**config.mk**
```make
export PLATFORM = sky130hd
export DESIGN_NAME = mips_mem_arbiter
export DESIGN_NICKNAME = d
export VERILOG_FILES = /design/src/rtl/mips_mem_arbiter.sv
export SDC_FILE = /design/constraint.sdc
export NUM_CORES = 1
export LEC_CHECK = 0
export ABC_AREA = 1
export BUFFER_PORTS_ARGS = -buffer_cell sky130_fd_sc_hd__buf_2
export CORE_ASPECT_RATIO = 0.6
export CORE_MARGIN = 10
export CORE_UTILIZATION = 37
export DETAILED_ROUTE_END_ITERATION = 6
export PLACE_DENSITY = 0.79
export SETUP_SLACK_MARGIN = 0.3
export SLEW_MARGIN = 25
export SYNTH_ARGS = -nofsm -noshare
export SYNTH_HDL_FRONTEND = slang
export SYNTH_SLANG_ARGS = --single-unit
```
**constraint.sdc**
```tcl
create_clock -name clock -period 8.32 [get_ports clock]
set_input_delay 1.248 -clock clock [delete_from_list [all_inputs] [get_ports clock]]
set_output_delay 1.248 -clock clock [all_outputs]
set_load 0.1 [all_outputs]
```
**src/rtl/mips_mem_arbiter.sv**
```systemverilog
// Shares one sync-read memory between fetch and load/store; grant is combinational, read data returns 1 cycle later.
// Loser is backpressured by withholding gnt; data wins ties, fetch bounded by STARVE_LIMIT (ARB_ROUND_ROBIN_EN: alternate).
module mips_mem_arbiter #(
  parameter int ADDR_W       = 32,
  parameter int DATA_W       = 32,
  parameter int MEM_AW       = 10,
  parameter int STARVE_LIMIT = 4
) (
  input  logic              clock,
  input  logic              reset,
  input  logic              if_req,
  input  logic [ADDR_W-1:0] if_addr,
  output logic              if_gnt,
  output logic              if_rvalid,
  output logic [DATA_W-1:0] if_rdata,
  input  logic              dm_req,
  input  logic              dm_we,
  input  logic [ADDR_W-1:0] dm_addr,
  input  logic [DATA_W-1:0] dm_wdata,
  output logic              dm_gnt,
  output logic              dm_rvalid,
  output logic [DATA_W-1:0] dm_rdata,
  output logic              mem_en,
  output logic              mem_we,
  output logic [MEM_AW-1:0] mem_addr,
  output logic [DATA_W-1:0] mem_wdata,
  input  logic [DATA_W-1:0] mem_rdata,
  output logic              conflict
);

  typedef enum logic [1:0] {OWN_NONE, OWN_IF, OWN_DM} owner_t;

  owner_t            rd_owner;
  logic [MEM_AW-1:0] addr_q;
  logic [DATA_W-1:0] wdata_q;
  logic [DATA_W-1:0] if_rdata_q;
  logic [DATA_W-1:0] dm_rdata_q;
  logic              pick_if;
  logic              unused_addr_bits;

  // Byte offset and bits above the memory window are dropped on purpose.
  assign unused_addr_bits = ^{if_addr, dm_addr};

`ifdef ARB_ROUND_ROBIN_EN
  logic last_dm;

  assign pick_if = last_dm;

  always_ff @(posedge clock or posedge reset) begin
    if (reset)       last_dm <= 1'b0;
    else if (if_gnt) last_dm <= 1'b0;
    else if (dm_gnt) last_dm <= 1'b1;
  end
`else
  logic [3:0] starve_cnt;

  assign pick_if = (starve_cnt == 4'(STARVE_LIMIT));

  always_ff @(posedge clock or posedge reset) begin
    if (reset) begin
      starve_cnt <= '0;
    end else if (if_req && !if_gnt) begin
      if (starve_cnt != 4'(STARVE_LIMIT)) starve_cnt <= starve_cnt + 4'd1;
    end else begin
      starve_cnt <= '0;
    end
  end
`endif

  always_comb begin
    if_gnt = 1'b0;
    dm_gnt = 1'b0;
    if (!reset) begin
      if (if_req && dm_req) begin
        if_gnt = pick_if;
        dm_gnt = !pick_if;
      end else begin
        if_gnt = if_req;
        dm_gnt = dm_req;
      end
    end
  end

  // With no grant the address/data lines park on their last driven value.
  assign mem_en    = if_gnt | dm_gnt;
  assign mem_we    = dm_gnt & dm_we;
  assign mem_addr  = if_gnt ? if_addr[MEM_AW+1:2] :
                     dm_gnt ? dm_addr[MEM_AW+1:2] : addr_q;
  assign mem_wdata = dm_gnt ? dm_wdata : wdata_q;

  always_ff @(posedge clock or posedge reset) begin
    if (reset) begin
      addr_q     <= '0;
      wdata_q    <= '0;
      rd_owner   <= OWN_NONE;
      conflict   <= 1'b0;
      if_rdata_q <= '0;
      dm_rdata_q <= '0;
    end else begin
      addr_q   <= mem_addr;
      wdata_q  <= mem_wdata;
      conflict <= if_req & dm_req;
      if (if_gnt)                rd_owner <= OWN_IF;
      else if (dm_gnt && !dm_we) rd_owner <= OWN_DM;
      else                       rd_owner <= OWN_NONE;
      if (rd_owner == OWN_IF) if_rdata_q <= mem_rdata;
      if (rd_owner == OWN_DM) dm_rdata_q <= mem_rdata;
    end
  end

  assign if_rvalid = (rd_owner == OWN_IF);
  assign dm_rvalid = (rd_owner == OWN_DM);
  assign if_rdata  = if_rvalid ? mem_rdata : if_rdata_q;
  assign dm_rdata  = dm_rvalid ? mem_rdata : dm_rdata_q;

endmodule

```
==> impl_metrics.csv, run 1 <==
group,metric,value,unit
status,outcome,"finished, final reports clean",
setup_path,crit_chain,"buf_2 > nor2_2 > nand2_4 > inv_2 > nand2_1 > nand2_1 > buf_2",
clock_network,hold_buffers,0,
placement,place_congestion,0.789,
finish,layout-drive-gt1-share,33.2,%
synth,yosysSeqAreaShare,62.6,%
global_route,grt_max_degree,66,
sta,whs,0.469,ns
finish,fin_area,6200,sq um
clock_network,cts.clk_slew.worst_paths,0.05,ns
setup_path,r2r-start,"starve_cnt[0]",
die,dieHeight,106,um
global_route,grt_usage,14.3,%
clock_network,post_cts_resized,0,
sta,setup_violations,0,
min_path,hold_start,"wdata_q[25]",
pwr,irDropWorstVdd,204,uV
routing,wl_met2,5800,um
sta,min_period,4.82,ns
sta,worst_clock_skew,0.00687,ns
finish,final_nets,837,
setup_path,reg2reg_depth,7,
die,die_w,163,um
routing,route.detailed.drc,0,
clock_network,numCtsBuffers,17,
routing,vias,3858,
sta,hold_violations,0,
synth,syn_nets,640,
routing,routed_wl,12700,um
clock_network,cts.sinks,113,
finish,antennaDiodeCount,0,
sta,rsz0062_at_grt,"false",
setup_path,crit_arrival,3.57,ns
setup_path,cp_top_family,"buffers and inverters",
setup_path,r2r-end,"wdata_q[25]",
routing,wl_met3,1090,um
routing,routed.top_layer,"met4",
global_route,grt-ovfl-total,0,
synth,synth.distinct_cells,19,
sta,fmax,0.208,GHz
synth,avgSynthCellArea,8.95,sq um
sta,tns,0,ns
global_route,antenna_found_initial,0,
setup_path,max_stage_delay,0.61,ns
synth,ys.warnings.count,0,
clock_network,cts_htree_levels,4,
die,start_util,37.7,%
synth,postSynthCellCount,505,
clock_network,clock_path_buffers,2,
clock_network,cts_root_buf,"clkbuf_16",
synth,synth_top_area_cell,"dfrtp_1",
setup_path,critPathKind,"in -> out",
job,max-cap-violations,0,
clock_network,postCtsSetupBuffers,0,
routing,wl_met1,5610,um
synth,yosys_register_bits,113,
setup_path,required,7.07,ns
synth,yosysTopAreaCellShare,62.6,%
placement,hpwl,9330,um
placement,postPlaceCellArea,5600,sq um
global_route,grt_pass1_vias,3814,
pwr,powerDensity,396,nW/um^2
die,io_pins,246,
die,fp.coreArea,12000,sq um
sta,worst_pin_slew,0.882,ns
min_path,min_path_type,"reg -> reg",
routing,wl_per_cell,14.4,um
setup_path,crit_fanout,46,
placement,port_buffers,201,
finish,fillers,1122,
routing,drt.antenna.violating_nets,0,
sta,post-route-period-util,57.9,%
clock_network,insertion_delay,0.39,ns
sta,slew_headroom,41.2,%
min_path,whs_path_depth,2,
setup_path,worst_setup_path_start_kind,"input port",
routing,vias_per_cell,4.39,
pwr,power.leakage,0.00362,uW
clock_network,cts_tree,"done",
global_route,grt_pass1_wl,20100,um
synth,synthesis.area,4520,sq um
routing,firstDrtPassIters,4,
sta,slew_viol_final,0,
synth,synth_area_leaders,"dfrtp_1 (63%), nand2_1 (16%), o21ai_0 (7.2%), inv_1 (5.1%), nand3_1 (2.4%)",
die,rows,31,
routing,drtIter0Drc,232,
die,die_area,17200,sq um
min_path,whs_endpoint,"wdata_q[25]",
setup_path,critPathBufInv,3,
setup_path,critPathCaptureType,"output port",
setup_path,regToRegSetupSlack,5.86,ns
finish,syn_to_final_growth,37.2,%
setup_path,cp_slowest_cell,"inv_2",
-- worst max-delay path by stage --
stage           startpoint             to  slack (ns)  depth (start not counted)
2_1_floorplan  rd_owner[1]   if_rdata[15]        2.73                          4
3_3_place_gp         reset  mem_wdata[25]        3.53                          7
3_5_place_dp         reset  mem_wdata[25]        3.51                          7
4_1_cts              reset  mem_wdata[25]        3.50                          7
5_1_grt              reset  mem_wdata[25]        3.32                          7
6_report             reset  mem_wdata[25]        3.50                          7
-- power by group --
group | switching [uW] | internal, uW
Clock | 227 | 500
Sequential | 28.9 | 649
Combinational | 919 | 130
-- flip-flops by register name, summed over array words and instances, names as in the netlist --
signal / flops
addr_q: 10
if_rdata_q: 32
rd_owner: 2
wdata_q: 32
dm_rdata_q: 32
conflict: 1
starve_cnt: 4
-- layer usage --
layer	GRT usage [%]	vias to the layer above
met4	4.87	0
met1	17.8	1761
li1	-	1952
met2	22.1	129
met5	0	-
met3	6.02	16
-- stage by stage --
step                worst slack [ns]  total power (uW)  std cells  util, %
floorplan                       2.73              1580        505        -
global placement                3.53              1730        848     46.7
detailed placement              3.51              1740        848     46.7
CTS                             3.50              2480        879     51.7
global route                    3.32              2550        879     51.7
finish                          3.50              2450        879     51.7
-- tightest hold or removal path, delay by kind of cell, from the launching register on --
family	cells	cell delay, ns
flip-flops	1	0.32
AND/OR/NAND/NOR	2	0.12
-- kinds of logic (layout without fill, tap and decap cells) --
group | Yosys count | after routing | share of synthesized area (%)
fa+ha+maj | 2 | 2 | 0.554
flops | 113 | 113 | 62.6
xor+xnor | 1 | 1 | 0.194
simple gates | 232 | 232 | 20.5
buf+inv | 89 | 298 | 8.69
compound gates | 68 | 68 | 7.53
-- area by class of cell --
cell class                      count  area (sq um)  area share [%]
Timing Repair Buffer              202          1010            16.3
Clock inverter                      5           100            1.61
Clock buffer                       26           499            8.05
Inverter                           65           246            3.98
Tap cell                          165           206            3.33
Multi-Input combinational cell    303          1310            21.1
Sequential cell                   113          2830            45.6
-- synthesized netlist by cell type --
library cell	number
a21oi_1	3
buf_2	5
buf_4	4
buf_6	5
clkbuf_1	10
dfrtp_1	113
ha_1	2
inv_1	62
inv_2	3
nand2_1	198
nand2_2	1
nand2_4	1
nand3_1	22
nand4_1	2
nand4_2	1
nor2_1	6
nor2_2	1
o21ai_0	65
xnor2_1	1
-- cell usage in the layout, fill, tap and decap left out, drive strengths merged --
| master | count |
|---|---|
| nand4 | 3 |
| xnor2 | 1 |
| bufinv | 3 |
| nand3 | 22 |
| o21ai | 65 |
| a21oi | 3 |
| dfrtp | 113 |
| buf | 202 |
| clkbuf | 26 |
| nor2 | 7 |
| ha | 2 |
| nand2 | 200 |
| clkinv | 2 |
| inv | 65 |
No activity file was read; power rests on OpenSTA's default activity.
==> run 2, diff against run 1 <==
Settings changed: PLACE_DENSITY 0.79 to 0.82.
Clock period 8.32 ns to 3.89 ns, I/O delays scaled along.
==> impl_metrics.csv, run 2 (synthesis results as in run 1) <==
group,metric,value,unit
status,outcome,"finished, final reports clean",
pwr,swShare,49.6,%
global_route,grt-ovfl-total,0,
global_route,antenna_found_initial,0,
job,max-cap-violations,0,
setup_path,crit_fanout,45,
die,die_w,163,um
placement,hpwl,9190,um
global_route,grt_pass1_vias,3892,
clock_network,postCtsSetupBuffers,0,
die,dieHeight,106,um
die,io_pins,246,
routing,drt.antenna.violating_nets,0,
setup_path,critPathCaptureType,"output port",
pwr,irDropWorstVdd,530,uV
finish,layout_common_cells,"buf_2 (201), nand2_1 (197), dfrtp_1 (113)",
pwr,powerDensity,817,nW/um^2
clock_network,insertion_delay,0.39,ns
sta,finalWorstSetupSlack,0.569,ns
setup_path,crit_arrival,2.74,ns
clock_network,cts.clk_slew.worst_paths,0.05,ns
clock_network,clock_path_buffers,2,
setup_path,crit_chain,"inv_1 > ha_1 > nand4_2 > nand2_4 > buf_4 > nand2_1 > nand2_1 > buf_2",
placement,port_buffers,201,
setup_path,critPathBufInv,3,
sta,worst_pin_slew,0.909,ns
finish,fillers,1128,
sta,post-route-period-util,85.4,%
finish,final_common_cell,"buf_2",
placement,postPlaceCellArea,5760,sq um
setup_path,critPathKind,"reg -> out",
sta,slew_headroom,39.2,%
die,fp.coreArea,12000,sq um
clock_network,cts_tree,"done",
sta,hold_violations,0,
sta,worst_clock_skew,0.00899,ns
routing,routed_wl,12300,um
finish,antennaDiodeCount,0,
sta,setup_violations,0,
pwr,cell_internal_pwr,2600,uW
finish,syn_to_final_growth,39.6,%
clock_network,cts_root_buf,"clkbuf_16",
setup_path,cp_top_family,"buffers and inverters",
sta,slew_viol_final,0,
clock_network,cts.sinks,113,
setup_path,max_stage_delay,0.43,ns
placement,place_congestion,0.788,
routing,vias,3847,
pwr,power_switching,2560,uW
routing,wl_per_cell,13.9,um
finish,utilization,52.7,%
placement,dp_slack,0.954,ns
setup_path,cp.depth,8,
pwr,seqPwrFrac,28.1,%
global_route,grt_max_degree,65,
sta,fmax,0.301,GHz
setup_path,regToRegSetupSlack,1.82,ns
clock_network,numCtsBuffers,17,
die,start_util,37.7,%
setup_path,crit_top_cell,"nand2_1",
routing,drtIter0Drc,203,
min_path,min_path_type,"in -> async",
global_route,grt_usage,14.3,%
setup_path,required,3.31,ns
global_route,grt_pass1_wl,20100,um
finish,reg.largest.list,"dm_rdata_q: 32 flops, if_rdata_q: 32 flops, wdata_q: 32 flops",
setup_path,reg2reg_depth,8,
sta,min_period,3.32,ns
finish,final_nets,841,
finish,fin_area,6310,sq um
die,rows,31,
pwr,clock_power_share,27.6,%
sta,rsz0062_at_grt,"false",
pwr,combinationalPowerShare,44.3,%
setup_path,worst_setup_path_start_kind,"register",
pwr,power.leakage,0.00366,uW
sta,tns,0,ns
routing,vias_per_cell,4.35,
routing,route.detailed.drc,0,
clock_network,cts_htree_levels,4,
clock_network,hold_buffers,0,
die,die_area,17200,sq um
finish,layout-drive-gt1-share,38.5,%
routing,firstDrtPassIters,4,
setup_path,cp_slowest_cell,"buf_2",
clock_network,post_cts_resized,0,
[run 2: routing by layer]
| layer | vias to the layer above | track usage, % | part of all wire [%] |
|---|---|---|---|
| met4 | 0 | 4.29 | 0.76 |
| met3 | 6 | 6.06 | 8.1 |
| met5 | - | 0 | 0 |
| met1 | 1747 | 17.9 | 45 |
| li1 | 1975 | - | - |
| met2 | 119 | 22.0 | 46 |
[run 2: cell type report]
class	count	area [sq um]	area share (%)
clock buffers	22	464	7.36
clock inverters	10	86.3	1.37
inverters	65	246	3.91
multi-input cells	303	1420	22.6
flip-flops and latches	113	2830	44.8
well taps	165	206	3.27
repair buffers	206	1060	16.7
[run 2: final timing paths]
check / start / end
max: starve_cnt[0] / mem_wdata[2]
min: reset / starve_cnt[1]
max reg2reg: starve_cnt[0] / addr_q[3]
min reg2reg: if_rdata_q[22] / if_rdata_q[22]
max in group asynchronous: reset / dm_rdata_q[16]
min in group clock: dm_we / rd_owner[1]
[run 2: metrics by stage]
step           hold slack [ns]  power (uW)  cells
3_5_place_dp             0.454        3770    852
4_1_cts                  0.239        5210    884
3_3_place_gp             0.448        3740    852
2_1_floorplan            0.564        3420    505
5_1_grt                  0.268        5370    884
6_report                 0.242        5150    884
[run 2: power groups by stage]
stage	Sequential [uW]	Clock, uW	Combinational, uW
2_1_floorplan	1460	0	1950
3_3_place_gp	1460	0	2290
3_5_place_dp	1470	0	2300
4_1_cts	1450	1450	2300
5_1_grt	1470	1510	2380
6_report	1450	1420	2280
==> run 3, diff against run 2 <==
Settings changed: CELL_PAD_IN_SITES_DETAIL_PLACEMENT set to 0, CELL_PAD_IN_SITES_GLOBAL_PLACEMENT set to 2, CORE_UTILIZATION 37 to 22, CTS_CLUSTER_SIZE set to 25, PLACE_DENSITY 0.82 to 0.87.
==> impl_metrics.csv, run 3 (synthesis results as in run 1) <==
group,metric,value,unit
status,outcome,"finished, final reports clean",
global_route,grt_max_degree,64,
pwr,combinationalPowerShare,41.7,%
global_route,grt-ovfl-total,0,
setup_path,worst_setup_path_start_kind,"register",
finish,reg.largest.list,"dm_rdata_q: 32 flops, if_rdata_q: 32 flops, wdata_q: 32 flops",
finish,fin_cells,994,
setup_path,crit_fanout,33,
pwr,power_switching,2600,uW
global_route,grt_pass1_wl,22300,um
global_route,grt_pass1_vias,3980,
global_route,antenna_found_initial,1,
sta,post-route-period-util,84.2,%
sta,setup_violations,0,
sta,min_period,3.28,ns
finish,utilization,32.8,%
setup_path,cp_top_family,"buffers and inverters",
pwr,powerDensity,837,nW/um^2
pwr,clock_power_share,32.1,%
setup_path,cp_slowest_cell,"inv_2",
routing,route.detailed.drc,0,
routing,drtIter0Drc,165,
sta,rsz0062_at_grt,"false",
pwr,swShare,47.3,%
clock_network,cts_root_buf,"clkbuf_16",
die,io_pins,246,
clock_network,clock_path_buffers,2,
setup_path,crit_top_cell,"nand2_1",
routing,firstDrtPassIters,4,
die,die_area,26900,sq um
setup_path,crit_chain,"inv_1 > ha_1 > nand4_2 > nand2_4 > inv_2 > nand2_1 > nand2_1 > buf_2",
finish,final_nets,843,
sta,slew_viol_final,0,
routing,vias_per_cell,3.87,
sta,tns,0,ns
pwr,cell_internal_pwr,2910,uW
clock_network,cts.sinks,113,
routing,wl_per_cell,14.5,um
sta,worst_clock_skew,0.00486,ns
setup_path,max_stage_delay,0.54,ns
placement,dp.cells,962,
pwr,seqPwrFrac,26.2,%
routing,routed_wl,14400,um
finish,layout-drive-gt1-share,38.7,%
placement,port_buffers,201,
clock_network,post_cts_resized,0,
setup_path,critPathCaptureType,"output port",
clock_network,cts_tree,"done",
finish,syn_to_final_growth,45.7,%
finish,layout_common_cells,"buf_2 (201), nand2_1 (197), dfrtp_1 (113)",
placement,place_congestion,0.731,
global_route,grt_usage,10.8,%
routing,vias,3842,
setup_path,critPathBufInv,3,
pwr,irDropWorstVdd,369,uV
die,fp.coreArea,20100,sq um
sta,slew_headroom,45.5,%
pwr,power.leakage,0.00373,uW
die,rows,40,
finish,antennaDiodeCount,0,
die,die_w,205,um
sta,hold_violations,0,
clock_network,cts_htree_levels,4,
clock_network,numCtsBuffers,17,
setup_path,required,3.31,ns
setup_path,crit_arrival,2.69,ns
placement,hpwl,10400,um
sta,whs,0.327,ns
die,dieHeight,131,um
min_path,min_path_type,"in -> async",
finish,final_common_cell,"buf_2",
sta,worst_pin_slew,0.817,ns
clock_network,insertion_delay,0.42,ns
setup_path,critPathKind,"reg -> out",
die,start_util,22.5,%
clock_network,postCtsSetupBuffers,0,
clock_network,cts.clk_slew.worst_paths,0.05,ns
job,max-cap-violations,0,
clock_network,hold_buffers,0,
routing,drt.antenna.violating_nets,0,
sta,fmax,0.305,GHz
==> run 3: cell count changes in the layout (fill, tap and decap cells not counted) <==
| cell | change |
|---|---|
| buf_12 | +1 |
| bufinv_16 | +5 |
| clkinvlp_4 | -3 |
| buf_4 | +1 |
| clkinv_2 | -1 |
| clkbuf_8 | -1 |
==> run 3: layer usage <==
metal	part of all wire (%)	global-route usage [%]	up-vias
met2	41	14.5	131
met4	1.8	5.34	0
met5	0	0	-
met1	47	13.9	1711
met3	10	5.41	23
li1	-	-	1977
==> run 3: metrics by stage <==
stage          power (uW)  instance area (sq um)  setup WS (ns)
3_3_place_gp         3770                   5920          0.986
3_5_place_dp         3780                   5920          0.955
6_report             5510                   6580          0.614
2_1_floorplan        3420                   4640          0.319
5_1_grt              5750                   6580          0.382
4_1_cts              5580                   6580          0.546
==> run 3: layout make-up <==
type	count	area [sq um]
fill	2128	13500
inverter	65	246
clock buffer	21	450
clock inverter	11	209
sequential	113	2830
multi-input combinational	303	1420
timing repair buffer	208	1080
tap	273	342
==> run 3: power groups by stage <==
stage	logic [uW]	clock network, uW	registers (uW)
after detailed placement	2320	0	1460
after global routing	2400	1870	1470
after global placement	2310	0	1460
after floorplan	1950	0	1460
final	2300	1770	1440
after CTS	2320	1820	1450
==> run 3: path summary, 6_finish.rpt <==
| path | from | end | slack [ns] | depth (start not counted) |
|---|---|---|---|---|
| hold / removal | reset | conflict | 0.33 | 2 |
| setup / recovery | starve_cnt[0] | mem_wdata[27] | 0.61 | 8 |
| setup reg to reg | starve_cnt[0] | wdata_q[6] | 1.99 | 7 |
| hold reg to reg | if_rdata_q[12] | if_rdata_q[12] | 0.46 | 2 |
| min in group clock | dm_we | rd_owner[1] | 0.34 | 2 |
| max in group asynchronous | reset | if_rdata_q[7] | 2.77 | 3 |
==> run 3: worst register-to-register path, delay by kind of cell, from the launching register on <==
| family | cells | cell delay [ns] |
|---|---|---|
| adder cells (fa/ha/maj) | 1 | 0.27 |
| buffers and inverters | 2 | 0.61 |
| flip-flops | 1 | 0.39 |
| AND/OR/NAND/NOR | 4 | 0.57 |
